`config.mk`:
```
export PLATFORM = sky130hd
export DESIGN_NAME = pipe_hazard_ctrl
export DESIGN_NICKNAME = d
export VERILOG_FILES = /design/src/rtl/pipe_hazard_ctrl.sv
export SDC_FILE = /design/constraint.sdc
export NUM_CORES = 1
export LEC_CHECK = 0
export ABC_AREA = 1
export BUFFER_PORTS_ARGS = -buffer_cell sky130_fd_sc_hd__buf_4
export CORE_MARGIN = 2
export CORE_UTILIZATION = 38
export DETAILED_ROUTE_END_ITERATION = 12
export GPL_ROUTABILITY_DRIVEN = 0
export PLACE_DENSITY = 0.68
export SLEW_MARGIN = 30
export SYNTH_ARGS = -nofsm -noshare
export SYNTH_HDL_FRONTEND = slang
export SYNTH_SLANG_ARGS = --single-unit
export TNS_END_PERCENT = 100
```
`constraint.sdc`:
```
create_clock -name clk -period 2 [get_ports clk]
set_input_delay 0.2 -clock clk [delete_from_list [all_inputs] [get_ports clk]]
set_output_delay 0.2 -clock clk [all_outputs]
set_load 0.05 [all_outputs]
```
`src/rtl/pipe_hazard_ctrl.sv`:
```
// Purpose : in-order issue/hazard controller beside ID. It tracks every instruction past ID,
//           makes the issue/stall/flush decision, selects operand forwarding and handles the HLT drain.
// Latency : all decisions are combinational in the same cycle. Stage state updates at the next clk edge.
// Backpressure: stall freezes PC and IF/ID on a RAW hazard that cannot be forwarded, and after an HLT has issued.
// Ports   : clk/rst_n (async active-low reset).
//           Inputs: id_* describe the ID instruction; branch_taken is the taken-branch resolution from ID.
//           Outputs: issue, stall and flush_ifid are the ID control. fwd_a_sel/fwd_b_sel select the
//           operand mux (0 = regfile, k+1 = stage k). stage_valid gives per-stage occupancy.
//           halted is sticky once the pipeline has drained after HLT.
module pipe_hazard_ctrl #(
  parameter int NUM_STAGES = 3,
  parameter int REG_AW     = 4,
  parameter int ALU_RDY    = 1,
  parameter int LOAD_RDY   = 2,
  parameter int FWD_EN     = 1
) (
  input  logic                            clk,
  input  logic                            rst_n,
  input  logic                            id_valid,
  input  logic [REG_AW-1:0]               id_rs,
  input  logic                            id_rs_used,
  input  logic [REG_AW-1:0]               id_rt,
  input  logic                            id_rt_used,
  input  logic                            id_wr_en,
  input  logic [REG_AW-1:0]               id_rd,
  input  logic                            id_is_load,
  input  logic                            id_halt,
  input  logic                            branch_taken,
  output logic                            issue,
  output logic                            stall,
  output logic                            flush_ifid,
  output logic [$clog2(NUM_STAGES+1)-1:0] fwd_a_sel,
  output logic [$clog2(NUM_STAGES+1)-1:0] fwd_b_sel,
  output logic [NUM_STAGES-1:0]           stage_valid,
  output logic                            halted
);

  localparam int SW = $clog2(NUM_STAGES+1);

  // Per-stage entry {valid, wr_en, rd, is_load}; index 0 is the youngest (EX).
  logic [NUM_STAGES-1:0] vld_q, vld_d;
  logic [NUM_STAGES-1:0] wr_q, wr_d;
  logic [NUM_STAGES-1:0] ld_q, ld_d;
  logic [REG_AW-1:0]     rd_q [NUM_STAGES];
  logic [REG_AW-1:0]     rd_d [NUM_STAGES];

  logic halt_pending_q, halt_pending_d;
  logic halted_q, halted_d;

  logic          raw_a, raw_b;
  logic [SW-1:0] sel_a, sel_b;

  // Returns {raw_stall, sel} for one source operand.
  function automatic logic [SW:0] resolve(
    input logic [REG_AW-1:0]     src,
    input logic                  used,
    input logic [NUM_STAGES-1:0] vld,
    input logic [NUM_STAGES-1:0] wr,
    input logic [NUM_STAGES-1:0] ld,
    input logic [REG_AW-1:0]     rd [NUM_STAGES]
  );
    logic          stl;
    logic [SW-1:0] sel;
    stl = 1'b0;
    sel = '0;
    if (used && (src != '0)) begin
      // Walk oldest to youngest so that a younger writer overrides an older one.
      for (int k = NUM_STAGES-1; k >= 0; k--) begin
        if (vld[k] && wr[k] && (rd[k] == src)) begin
          if (k == NUM_STAGES-1) begin
            // The last stage is writing the regfile this cycle. Without forwarding,
            // the regfile's write-before-read bypass supplies the value.
            stl = 1'b0;
            sel = (FWD_EN != 0) ? SW'(k+1) : '0;
          end else if ((FWD_EN != 0) && (k >= (ld[k] ? LOAD_RDY : ALU_RDY))) begin
            stl = 1'b0;
            sel = SW'(k+1);
          end else begin
            stl = 1'b1;
            sel = '0;
          end
        end
      end
    end
    return {stl, sel};
  endfunction

  always_comb begin
    {raw_a, sel_a} = resolve(id_rs, id_rs_used, vld_q, wr_q, ld_q, rd_q);
    {raw_b, sel_b} = resolve(id_rt, id_rt_used, vld_q, wr_q, ld_q, rd_q);

    stall      = id_valid & (raw_a | raw_b | halt_pending_q);
    issue      = id_valid & ~stall & ~halt_pending_q;
    flush_ifid = branch_taken & issue;
    fwd_a_sel  = id_valid ? sel_a : '0;
    fwd_b_sel  = id_valid ? sel_b : '0;
  end

  // Shift the tracker by one stage; stage 0 takes the issuing instruction or a bubble.
  always_comb begin
    vld_d    = {vld_q[NUM_STAGES-2:0], issue};
    wr_d     = {wr_q[NUM_STAGES-2:0], issue & id_wr_en};
    ld_d     = {ld_q[NUM_STAGES-2:0], issue & id_is_load};
    rd_d[0]  = issue ? id_rd : '0;
    for (int k = 1; k < NUM_STAGES; k++) begin
      rd_d[k] = rd_q[k-1];
    end
    halt_pending_d = halt_pending_q | (issue & id_halt);
    // halted rises on the same edge that empties the last stage.
    halted_d       = halted_q | (halt_pending_q & ~(|vld_d));
  end

  always_ff @(posedge clk or negedge rst_n) begin
    if (!rst_n) begin
      vld_q          <= '0;
      wr_q           <= '0;
      ld_q           <= '0;
      for (int k = 0; k < NUM_STAGES; k++) begin
        rd_q[k] <= '0;
      end
      halt_pending_q <= 1'b0;
      halted_q       <= 1'b0;
    end else begin
      vld_q          <= vld_d;
      wr_q           <= wr_d;
      ld_q           <= ld_d;
      for (int k = 0; k < NUM_STAGES; k++) begin
        rd_q[k] <= rd_d[k];
      end
      halt_pending_q <= halt_pending_d;
      halted_q       <= halted_d;
    end
  end

  assign stage_valid = vld_q;
  assign halted      = halted_q;

endmodule

```
[Word level (Yosys, flattened, before mapping)]
Cells that the tools add are included.
Word-level totals
  register bits after elaboration: 22
  output and inout bits: 11
Operators by class
  order comparisons: 2
  equality and inequality tests: 6
  multiplexer cells: 23
  bitwise operators: 15
  reduce and logical (&&, ||, !) cells: 14
Operators with widths (count)
  $mux W2: 13
  $eq A4 B4 Y1: 6
  $logic_and A1 B1 Y1: 11
  $mux W1: 9
  $and A1 B1 Y1: 8
  $reduce_bool A4 Y1: 2
  $ge A1 B2 Y1 const A: 2
  $mux W4: 1
  $or A1 B1 Y1: 4
  $not A1 Y1: 3
  $reduce_or A3 Y1: 1

[Longest topological paths before layout]
  depth in word-level cells: 16
  gate-level depth with buffers: 10
  gate-level depth less buffers: 10

[Worst setup path after synthesis]
Ideal clock, no wire load.
  path type: flip-flop to output port
  from: register vld_q[1], in the netlist stage_valid[1]
  to: output port fwd_a_sel[1]
  arrival time: 2.289 ns
  slack: -0.489 ns
  cell stages (with the launch flop): 7
  path buffers: 0
  path through: dfrtp_1 nand2_1 inv_1 o21ai_0 nor2_1 nand3_2 a211oi_1
On the way
  cells in the longest elaborated chain, start to end: 6
RTL lines
  start: declaration: RTL line 41  | logic [NUM_STAGES-1:0] vld_q, vld_d;
  start signal: assignment: RTL line 124  | vld_q <= vld_d;
  $logic_and A1 B1 Y1 (2 in a row): RTL line 69  | if (vld[k] && wr[k] && (rd[k] == src)) begin
  $mux W2 (2 in a row): RTL line 69
  $mux W2: RTL line 66  | if (used && (src != '0)) begin
  $mux W2: RTL line 95  | fwd_a_sel = id_valid ? sel_a : '0;
  end: declaration: RTL line 32  | output logic [$clog2(NUM_STAGES+1)-1:0] fwd_a_sel,
Every way passes these cells.

[Worst setup path after layout]
  from: register rd_q, in the netlist rd_d[1]
  to: output port flush_ifid
On the way
  cells in the longest elaborated chain, start to end: 12
  elaborated cells on any way between the ends: 17
RTL lines
  start: declaration: RTL line 44  | logic [REG_AW-1:0] rd_q [NUM_STAGES];
  start signal: indexed assignment: RTL line 128  | rd_q[k] <= rd_d[k];
  $eq A4 B4 Y1: RTL line 69
  $logic_and A1 B1 Y1: RTL line 69
  $mux W1 (2 in a row): RTL line 69
  $mux W1: RTL line 66
  $or A1 B1 Y1 * (2 in a row): RTL line 92  | stall = id_valid & (raw_a | raw_b | halt_pending_q);
  $and A1 B1 Y1 *: RTL line 92
  $not A1 Y1 *: RTL line 93  | issue = id_valid & ~stall & ~halt_pending_q;
  $and A1 B1 Y1 * (2 in a row): RTL line 93
  $and A1 B1 Y1 *: RTL line 94  | flush_ifid = branch_taken & issue;
  end: declaration: RTL line 31  | output logic flush_ifid,
Every way passes the cells marked *; elsewhere a longest branch is shown, timed or not.

==> results.toml <==
[run_status]
status = "complete, no violations"

[synth]
ys_warn_count = 0
synth_seq_cells = 22
yosysTopAreaCell = "dfrtp_1"
synth_xor_xnor_area_share_pct = 5.97
syn_avg_cell_area_sq_um = 7.98
syn_area_sq_mm = 0.00117
synth-compound-area-share_pct = 9.28
synth_fa_ha_area_share_pct = 0
synth_top_area_share_pct = 46.9
synth_cell_types = 24
syn_inst = 147
syn_nets = 168
ys_seq_area_share_pct = 46.9
synth_mux_area_share_pct = 0
synthSimpleGateAreaFrac_pct = 28.3
synthTopCellsByArea = "dfrtp_1 (47%), nand2_1 (9.6%), inv_1 (8.6%)"
synth_top_family_by_area = "simple AND/OR/NAND/NOR gates"

[detailed_routing]
drtAntennaViolNets = 0
drc = 0
vias = 1074
detail_route.vias_per_cell = 4.79
wl_um = 2590
drtIter0Drc = 43
routedWlPerCell_um = 11.5
drt-pass1-iter-count = 4

[critical_path]
path_class = "register to output pin"
r2r_cells = 9
crit_fanout = 5
critPathLaunchType = "register"
rrSetupSlack_ps = 390
endpoint_kind = "output pin"
cp_data_required_time_ps = 1800
critical_path_arrival_ps = 1760

[timing]
finClkSkew_ps = 6.59
fmax_ghz = 0.511
rsz0062_at_grt = "true"
max-slew-margin-rel_pct = 81.2
drv_slew = 0
post-route-min-period_ps = 1960
tns_ps = 0
period_share_pct = 97.8
setup_violations = 0
tightestPinTransition_ps = 282
whs_ps = 93.1
hold_viol_final = 0

[pwr]
power_uw = 880
peakVddDrop_mv = 0.290
p_leak_uw = 0.000853
power.density_mw_per_mm2 = 538

[global_route]
grt_pass1_wl_um = 4400
grtUsageTotal_pct = 16.4
grt_max_degree = 23
grt_pass1_vias = 1034
antenna_found_initial = 0
grt_overflow = 0

[clock_tree]
clockBufferDepth = 2
clk_latency_ps = 300
clkTransAtPathRegs_ps = 130
h-tree-depth = 1
cts_buffers = 3
clock_sinks = 22
cts_tree = "built"
cts_root_buf = "clkbuf_4"

[layout]
fin_util_pct = 54.5
antennaDiodeCount = 0
num-nets-final = 213
area_delta_synth_final_pct = 39.4
layout_common_cells = "buf_4 (35), nand2_1 (29), inv_1 (24)"
finalNonFillerCells = 224
drive_gt1_share_pct = 36.1
final_common_cell = "buf_4"

[floorplan]
num_rows = 20
initial_core_util_pct = 39.1
die_h_um = 59.6
die_w_um = 59.6
core_area_sq_mm = 0.00300
fp.dieArea_sq_mm = 0.00355
io_pins = 32

[place]
hpwl_um = 2040
io_buffers = 31
place_inst = 211

[min_path]
whs_path_depth = 3
hp-class = "input port to register"

[flow_run]
max_cap_viol_count = 0
-- where the power goes --
| group | internal, uW | switching, uW |
|---|---|---|
| Clock | 202 | 133 |
| Sequential | 445 | 0 |
| Combinational | 45.4 | 54.4 |
| Total | 692 | 188 |
-- cell usage after synthesis --
master and count:
a211oi_1 1, a21oi_1 2, a21oi_4 1, dfrtp_1 22, inv_1 27, inv_2 3
nand2_1 30, nand2_2 1, nand3_1 7, nand3_2 4, nand3_4 1, nand4_1 2
nor2_1 19, nor2_2 1, nor3_1 2, nor3b_1 1, o2111ai_1 1, o21a_1 1
o21a_2 1, o21ai_0 7, o21ai_1 3, or2_2 2, xnor2_1 5, xor2_1 3
-- area by class of cell --
class	instances	area (sq um)
Fill cell	282	1370
Multi-Input combinational cell	95	556
Sequential cell	22	551
Timing Repair Buffer	40	322
Inverter	30	115
Tap cell	33	41.3
Clock inverter	1	30.0
Clock buffer	3	22.5
-- cells by family (layout without fill, tap and decap cells) --
logic type,count (synthesis),after routing
compound gates,17,17
xor+xnor,8,8
buf+inv,30,74
flops,22,22
simple gates,70,70
-- through the flow --
stage               setup WS (ps)  area [sq um]
floorplan                   -17.9          1190
detailed placement            343          1470
global route                 -103          1640
global placement              379          1470
CTS                          6.95          1540
finish                       43.6          1640
-- routing by layer --
layer  vias up  track usage (%)  wire length (um)
met2        25             28.3              1300
met1       506             21.6              1170
met4         0             3.81                13
li1        541                -                 -
met3         2             2.84               100
met5         -                0                 0
-- critical path, stage by stage, from the launching register on --
cell     delay (ps)
dfrtp_1         450
o21ai_1         170
nor2_2           70
nand3_2          90
nand2_4          60
a21oi_4         200
nand3_4         140
nor2_4          110
buf_6           160
-- path summary, 6_finish.rpt --
check	startpoint	endpoint
max in group asynchronous	rst_n	rd_d[5]$_DFF_PN0_
max	rd_d[1]$_DFF_PN0_	flush_ifid
max reg2reg	rd_d[1]$_DFF_PN0_	rd_d[4]$_DFF_PN0_
min	id_rd[2]	rd_d[6]$_DFF_PN0_
min in group asynchronous	rst_n	rd_d[3]$_DFF_PN0_
min reg2reg	ld_q[0]$_DFF_PN0_	ld_q[1]$_DFF_PN0_
-- registers in the layout, indices dropped and copies added, names as in the netlist --
name / flops
halt_pending_q: 1
halted: 1
ld_q: 2
rd_d: 8
rd_q: 4
stage_valid: 3
wr_q: 3
-- repair_timing --
action,in CTS,in global routing
endpoints found under the setup margin,2,6
pin swaps,0,5
gates resized for setup,2,14
endpoints found under the hold margin,22,0
hold buffers,1,0
buffers inserted,0,8
(Power assumes the default switching activity.)
